--- config.mk ---
export PLATFORM = sky130hd
export DESIGN_NAME = decode_redirect_controller
export DESIGN_NICKNAME = d
export VERILOG_FILES = /design/src/rtl/decode_redirect_controller.sv
export SDC_FILE = /design/constraint.sdc
export NUM_CORES = 1
export LEC_CHECK = 0
export CAP_MARGIN = 40
export CORE_AREA = 2 2 81 102
export CTS_BUF_LIST = sky130_fd_sc_hd__clkbuf_4 sky130_fd_sc_hd__clkbuf_8
export CTS_CLUSTER_DIAMETER = 50
export DETAILED_ROUTE_END_ITERATION = 10
export DIE_AREA = 0 0 83 104
export PLACE_DENSITY_LB_ADDON = 0.12
export SLEW_MARGIN = 10
export SYNTH_ARGS = -nofsm -noshare
export SYNTH_HDL_FRONTEND = slang
export SYNTH_SLANG_ARGS = --single-unit
--- constraint.sdc ---
create_clock -name clk -period 3.8 [get_ports clk]
set_clock_uncertainty 0.2 [all_clocks]
set_input_delay 1.14 -clock clk [delete_from_list [all_inputs] [get_ports clk]]
set_output_delay 1.14 -clock clk [all_outputs]
set_load 0.02 [all_outputs]
--- src/rtl/decode_redirect_controller.sv ---
// Decode-to-rename pipeline register with front-end redirect sequencing:
// oldest redirecting lane wins, younger lanes squash, then a flush pulse and refill window.

module decode_redirect_lane (
  input  logic i_valid,
  input  logic i_redirect,
  input  logic i_older_hit,
  output logic o_keep,
  output logic o_win,
  output logic o_hit
);
  // A lane survives unless an older lane already claimed the redirect.
  assign o_keep = i_valid & ~i_older_hit;
  assign o_win  = i_valid & i_redirect & ~i_older_hit;
  assign o_hit  = i_older_hit | (i_valid & i_redirect);
endmodule

module decode_redirect_controller #(
  parameter int DECODE_WIDTH = 4,
  parameter int ADDR_WIDTH   = 32,
  parameter int REFILL_WAIT  = 2
) (
  input  logic                               clk,
  input  logic                               rst,
  input  logic [DECODE_WIDTH-1:0]            decodeValid,
  input  logic [DECODE_WIDTH-1:0]            decodeRedirect,
  input  logic [DECODE_WIDTH*ADDR_WIDTH-1:0] decodeRedirectPC,
  input  logic                               backendRecover,
  input  logic                               renameStall,
  output logic [DECODE_WIDTH-1:0]            outValid,
  output logic                               nextFlush,
  output logic [ADDR_WIDTH-1:0]              nextRecoveredPC,
  output logic                               busy
);
  localparam int CNT_W = (REFILL_WAIT > 1) ? $clog2(REFILL_WAIT + 1) : 1;
  localparam logic [CNT_W-1:0] RW_C = CNT_W'(REFILL_WAIT);

  typedef enum logic [1:0] {S_IDLE, S_FLUSH, S_SQUASH} state_t;

  state_t                  r_state, w_state_nxt;
  logic [DECODE_WIDTH-1:0] r_outValid, w_outValid_nxt;
  logic                    r_flush, w_flush_nxt;
  logic [ADDR_WIDTH-1:0]   r_pc, w_pc_nxt;
  logic [CNT_W-1:0]        r_cnt, w_cnt_nxt;

  logic [DECODE_WIDTH:0]   w_chain;
  logic [DECODE_WIDTH-1:0] w_keep, w_win;
  logic [ADDR_WIDTH-1:0]   w_win_pc;
  logic                    w_any;

  assign w_chain[0] = 1'b0;

  for (genvar g = 0; g < DECODE_WIDTH; g++) begin : g_lane
    decode_redirect_lane u_lane (
      .i_valid    (decodeValid[g]),
      .i_redirect (decodeRedirect[g]),
      .i_older_hit(w_chain[g]),
      .o_keep     (w_keep[g]),
      .o_win      (w_win[g]),
      .o_hit      (w_chain[g+1])
    );
  end

  assign w_any = w_chain[DECODE_WIDTH];

  // w_win is one-hot or zero, so an OR-reduction acts as the PC mux.
  always_comb begin
    w_win_pc = '0;
    for (int i = 0; i < DECODE_WIDTH; i++)
      if (w_win[i]) w_win_pc = w_win_pc | decodeRedirectPC[i*ADDR_WIDTH +: ADDR_WIDTH];
  end

  always_ff @(posedge clk or posedge rst) begin
    if (rst) begin
      r_state    <= S_IDLE;
      r_outValid <= '0;
      r_flush    <= 1'b0;
      r_pc       <= '0;
      r_cnt      <= '0;
    end else begin
      r_state    <= w_state_nxt;
      r_outValid <= w_outValid_nxt;
      r_flush    <= w_flush_nxt;
      r_pc       <= w_pc_nxt;
      r_cnt      <= w_cnt_nxt;
    end
  end

  always_comb begin
    w_state_nxt    = r_state;
    w_outValid_nxt = r_outValid;
    w_flush_nxt    = 1'b0;
    w_pc_nxt       = r_pc;
    w_cnt_nxt      = r_cnt;
    case (r_state)
      S_IDLE: begin
        if (backendRecover) begin
          w_outValid_nxt = '0;
        end else if (renameStall) begin
          w_outValid_nxt = r_outValid;
        end else if (w_any) begin
          w_outValid_nxt = w_keep;
          w_flush_nxt    = 1'b1;
          w_pc_nxt       = w_win_pc;
          w_state_nxt    = S_FLUSH;
        end else begin
          w_outValid_nxt = decodeValid;
        end
      end
      S_FLUSH: begin
        w_outValid_nxt = '0;
        if (backendRecover || REFILL_WAIT == 0) begin
          w_state_nxt = S_IDLE;
          w_cnt_nxt   = '0;
        end else begin
          w_state_nxt = S_SQUASH;
          w_cnt_nxt   = RW_C;
        end
      end
      S_SQUASH: begin
        // Refill window counts down even while rename is stalled.
        w_outValid_nxt = '0;
        if (backendRecover) begin
          w_state_nxt = S_IDLE;
          w_cnt_nxt   = '0;
        end else begin
          w_cnt_nxt = r_cnt - CNT_W'(1);
          if (r_cnt == CNT_W'(1)) w_state_nxt = S_IDLE;
        end
      end
      default: begin
        w_state_nxt    = S_IDLE;
        w_outValid_nxt = '0;
        w_cnt_nxt      = '0;
      end
    endcase
  end

  assign outValid        = r_outValid;
  assign nextFlush       = r_flush;
  assign nextRecoveredPC = r_pc;
  assign busy            = (r_state != S_IDLE);
endmodule
==> flow_summary.yaml, run 1 <==
status:
  status: "finished, final reports clean"
logic_synthesis:
  yosysTopAreaCell: "dfrtp_1"
  ys_ff_latch: 41
  yosys-top-cells-area: "dfrtp_1, a222oi_1, a31oi_1"
  syn_nets: 390
  synth_top_area_share_pct: 45.7
  async_flop_share_pct: 100
  synth_area_mm2: 0.00225
  yosysSeqAreaShare_pct: 45.7
  synth_ff_type: "dfrtp_1"
  synth.avg_cell_area_um2: 9.17
  syn_inst: 245
  yosys_warnings: 0
  synth_edf_count: 0
  ys_types: 26
timing:
  finalSetupTns_ps: 0
  tightestPinTransition_ps: 728
  rsz0062_at_grt: "false"
  fin_crit_sh_pct: 83.2
  slew_violations: 0
  fin_crit_ps: 3160
  relSlewSlack_pct: 51.4
  finalSetupViolCount: 0
  fmax_ghz: 0.316
  whs_ps: 297
  hold_violations: 0
worst_setup_path:
  cp_slowest_cell: "clkdlybuf4s50_1"
  cp_num_buf_inv: 3
  cp_cell_sequence: "inv_1 -> ha_1 -> inv_1 -> clkdlybuf4s50_1"
  end_kind: "output pin"
  reg2reg_depth: 7
  critPathTopFamily: "buffers and inverters"
  cp_slowest_stage_delay_ps: 540
  cpMostUsedCell: "inv_1"
  critPathLaunchType: "flop"
  worst-path-stages: 4
  critPathArrivalTime_ps: 1820
  worst-endpoint-required_ps: 2460
  path_max_fanout: 11
  critPathKind: "flop to output pin"
power_and_ir_drop:
  p_per_area_mw_per_mm2: 534
  leakage_nw: 1.60
  pwr-share-comb_pct: 53.8
  pwr-share-clk_pct: 13.5
  swShare_pct: 37.3
  share_seq_of_total_power_pct: 32.7
  internal_power_mw: 1.41
  ir_drop_uv: 318
  switchingPower_uw: 838
detailed_routing:
  wl_per_cell_um: 16.3
  wl_um: 8290
  drtPass1Iterations: 8
  drt_first_iter_violations: 208
  ant_nets: 0
  via_per_inst: 5.16
  drc: 0
  dr_total_vias: 2620
cts:
  cts_max_path_buffers: 2
  cts_tree: "built"
  cts_resized: 0
  clk-insertion-delay-late_ps: 290
  clock_sinks: 41
  htree_levels: 2
  cts-hold-fix-buffers: 0
  cts_root_buf: "clkbuf_8"
  postCtsSetupRepairBufs: 0
  numCtsBuffers: 5
  cts.clk_slew.worst_paths_ps: 80
global_route:
  grt_util_all_layers_pct: 18.9
  grt_pass1_vias: 2664
  grt_overflow_total: 0
  antenna_found_initial: 0
  grt_max_degree: 36
  grt_pass1_wl_um: 13300
floorplan:
  placementRows: 36
  start_util_pct: 29.2
  core_area_mm2: 0.00770
  die_h_um: 104
  fp.dieW_um: 83
  die-area_mm2: 0.00863
  ios: 178
finish:
  fill_cells: 713
  final_common_cell: "clkdlybuf4s50_1"
  fin_nets: 558
  mostFrequentLayoutCells: "clkdlybuf4s50_1, dfrtp_1, nand2_1"
  drive_gt1_share_pct: 4.84
  antennaDiodeCount: 0
  syn_to_final_growth_pct: 87.4
  final_util_pct: 54.6
placed_design:
  io_buffer_count: 177
  place_congestion: 0.748
  dp_hpwl_um: 6170
worst_hold_path:
  min_path_type: "flop to flop"
  hold_depth: 2
run:
  maxCapViolations: 0
-- synthesized netlist by cell type, types with 2 or more instances --
| cell | number |
|---|---|
| o21ai_0 | 2 |
| o41ai_1 | 2 |
| a222oi_1 | 33 |
| nand2b_1 | 4 |
| nand2_1 | 39 |
| buf_2 | 5 |
| nand3b_1 | 3 |
| inv_1 | 6 |
| dfrtp_1 | 41 |
| ha_1 | 5 |
| buf_6 | 3 |
| nor2_1 | 36 |
| mux2i_1 | 2 |
| a21o_1 | 2 |
| a21oi_1 | 5 |
| and3_1 | 2 |
| clkbuf_1 | 15 |
| a31oi_1 | 32 |
-- area by class of cell --
| type | instances | area (µm²) | area share (%) |
|---|---|---|---|
| multi-input cells | 174 | 1090 | 26.0 |
| flip-flops and latches | 41 | 1030 | 24.4 |
| inverters | 6 | 22.5 | 0.535 |
| well taps | 95 | 119 | 2.82 |
| repair buffers | 185 | 1860 | 44.1 |
| clock buffers | 7 | 90.1 | 2.14 |
-- cells by family (layout without fill, tap and decap cells) --
kind of cell	count (synthesis)	count (layout)	share of synthesized area, %
multiplexers	2	2	0.891
buffers and inverters	30	198	6.29
adder cells (fa/ha/maj)	5	5	2.79
AO/OA/AOI/OAI	81	81	28.5
AND/OR/NAND/NOR	86	86	15.8
flip-flops	41	41	45.7
-- layer usage --
layer	track usage (%)	part of all wire, %
met4	5.85	2.3
met2	33.6	52
met5	0	0
met1	22.2	40
met3	4.44	5.9
-- worst reg2reg max path, stage by stage (launching register included) --
cell,delay (ps)
dfrtp_1,420
inv_1,110
ha_1,380
nand2b_1,250
a211oi_4,220
buf_4,320
nor2_1,80
a31oi_1,170
-- path summary, 6_finish.rpt --
check	from	endpoint	slack (ps)
min in group asynchronous	rst	nextRecoveredPC[7]	880
hold / removal	r_cnt[1]	r_cnt[1]	300
max in group asynchronous	rst	nextRecoveredPC[14]	2080
hold reg to reg	r_cnt[1]	r_cnt[1]	300
setup / recovery	r_state[0]	busy	640
setup reg to reg	r_state[0]	nextRecoveredPC[24]	1550
-- metrics by stage --
step,std cells,area [µm²],setup slack [ps],power (mW)
floorplan,245,2250,1210,1.33
global placement,500,4100,122,1.94
detailed placement,501,4120,406,1.96
CTS,508,4210,622,2.27
global route,508,4210,502,2.40
finish,508,4210,638,2.25
-- power by group through the flow --
stage / Combinational (mW) / Clock, mW / Sequential [mW]
finish: 1.21 / 0.303 / 0.734
global route: 1.31 / 0.329 / 0.761
CTS: 1.22 / 0.313 / 0.735
detailed placement: 1.22 / 0 / 0.743
global placement: 1.21 / 0 / 0.732
floorplan: 0.370 / 0 / 0.963
-- sequential cells by signal, summed over array words and instances (netlist names) --
| name | count |
|---|---|
| r_cnt | 2 |
| outValid | 4 |
| r_state | 2 |
| nextFlush | 1 |
| nextRecoveredPC | 32 |
(Power assumes the default switching activity.)
==> inputs of run 2 (changes only) <==
clock period = 2.7 ns   (was 3.8 ns; I/O delays follow)
==> run 2 against run 1 <==
Total power up 42%. Global-route usage rose by 0.35 points. Non-clock buffer count grew 6. Combinational power grew 43%. Critical path depth rose by 3. Utilization rose by 0.94 points. Worst setup slack worse by 370 ps. Clock-buffer cell count up 1.
==> flow_summary.yaml, run 2 (synthesized netlist as in run 1, its figures left out) <==
detailed_routing:
  drt_first_iter_violations: 205
  m1WireLength_um: 3260
  wl_per_cell_um: 16.2
  dr_total_vias: 2708
  drc: 0
  dr_wl_met3_um: 513
  ant_nets: 0
  wl_um: 8360
  via_per_inst: 5.26
  highest_layer: "met4"
  wl_met2_um: 4340
  drtPass1Iterations: 6
worst_setup_path:
  critPathArrivalTime_ps: 2400
  r2r_setup_slack_ps: 640
  critPathTopFamily: "buffers and inverters"
  cp_slowest_stage_delay_ps: 450
  cp_num_buf_inv: 3
  worst-endpoint-required_ps: 2670
  cp_slowest_cell: "clkdlybuf4s50_1"
  critPathKind: "primary input to flop"
  path_max_fanout: 65
  critPathLaunchType: "primary input"
  cp_cell_sequence: "clkdlybuf4s50_1 -> a222oi_1 -> buf_4 -> a211oi_4 -> buf_12 -> nor2_1 -> a31oi_1"
  end_kind: "flop"
floorplan:
  die_h_um: 104
  ios: 178
  start_util_pct: 29.2
  die-area_mm2: 0.00863
  fp.dieW_um: 83
  placementRows: 36
  core_area_mm2: 0.00770
global_route:
  grt_pass1_vias: 2728
  grt_max_degree: 66
  antenna_found_initial: 0
  grt_util_all_layers_pct: 19.2
  grt_pass1_wl_um: 13400
  grt_overflow_total: 0
cts:
  cts-hold-fix-buffers: 0
  cts_max_path_buffers: 2
  numCtsBuffers: 5
  cts_root_buf: "clkbuf_8"
  clk-insertion-delay-late_ps: 290
  cts.clk_slew.worst_paths_ps: 80
  htree_levels: 2
  clock_sinks: 41
  cts_tree: "built"
timing:
  hold_violations: 0
  relSlewSlack_pct: 73.5
  whs_ps: 285
  finalSetupViolCount: 0
  tightestPinTransition_ps: 397
  fmax_ghz: 0.411
  worst_slack_ps: 264
  slew_violations: 0
  fin_crit_sh_pct: 90.2
  rsz0062_at_grt: "false"
  fin_crit_ps: 2440
finish:
  final_util_pct: 55.6
  syn_to_final_growth_pct: 90.6
  fill_cells: 708
  fin_cells: 515
  final_common_cell: "clkdlybuf4s50_1"
  mostFrequentLayoutCells: "clkdlybuf4s50_1, dfrtp_1, nand2_1"
  fin_nets: 564
  drive_gt1_share_pct: 6.19
  antennaDiodeCount: 0
  largest_register_ffs: 32
power_and_ir_drop:
  ir_drop_uv: 398
  p_per_area_mw_per_mm2: 744
  leakage_nw: 1.65
placed_design:
  dp_hpwl_um: 6230
  dp_cells: 507
  pre_cts_ws_ps: -16.7
  io_buffer_count: 177
  place_congestion: 0.752
status:
  status: "finished, final reports clean"
worst_hold_path:
  min_path_type: "flop to flop"
run:
  maxCapViolations: 0
[run 2: layout make-up]
class,count,area [µm²],area share [%]
Multi-Input combinational cell,174,1090,25.5
Clock buffer,8,91.3,2.13
Inverter,6,22.5,0.526
Sequential cell,41,1030,24.0
Timing Repair Buffer,191,1930,45.1
Tap cell,95,119,2.78
[run 2: where the power goes]
part	internal (mW)	total (mW)	switching [mW]
Clock	0.214	0.422	0.208
Combinational	0.901	1.73	0.827
Sequential	0.889	1.04	0.147
Total	2.00	3.19	1.18
[run 2: worst reg2reg max path: stages, from the launching register on]
cell,delay [ps]
dfrtp_1,420
inv_1,120
ha_1,170
buf_4,170
nand2b_1,130
a211oi_4,220
buf_12,280
nor2_1,100
a31oi_1,160
[run 2: per-stage QoR]
step                      power [mW]  TNS [ps]  area (µm²)
after global placement          2.76         0        4190
final                           3.19         0        4280
after CTS                       3.22         0        4280
after detailed placement        2.79     -63.7        4190
after floorplan                 1.88         0        2250
after global routing            3.40         0        4280
[run 2: path summary, 6_finish.rpt]
kind                                     start                  end  cells past startpoint
worst max-delay path            decodeValid[2]  nextRecoveredPC[28]                      7
worst min-delay path                  r_cnt[1]             r_cnt[1]                      2
worst max register to register      r_state[0]   nextRecoveredPC[0]                      8
worst min register to register        r_cnt[1]             r_cnt[1]                      2
max in group asynchronous                  rst            nextFlush                      3
min in group asynchronous                  rst  nextRecoveredPC[11]                      2
[run 2: routing by layer]
| layer | vias to the layer above | global-route usage [%] |
|---|---|---|
| met5 | - | 0 |
| met2 | 111 | 35.2 |
| met3 | 19 | 4.84 |
| li1 | 1288 | - |
| met4 | 0 | 7.49 |
| met1 | 1290 | 21.0 |
[run 2: timing repair]
item	4_1_cts	5_1_grt
resized for setup	0	1
endpoints found under the setup margin	0	1
setup buffers	0	0
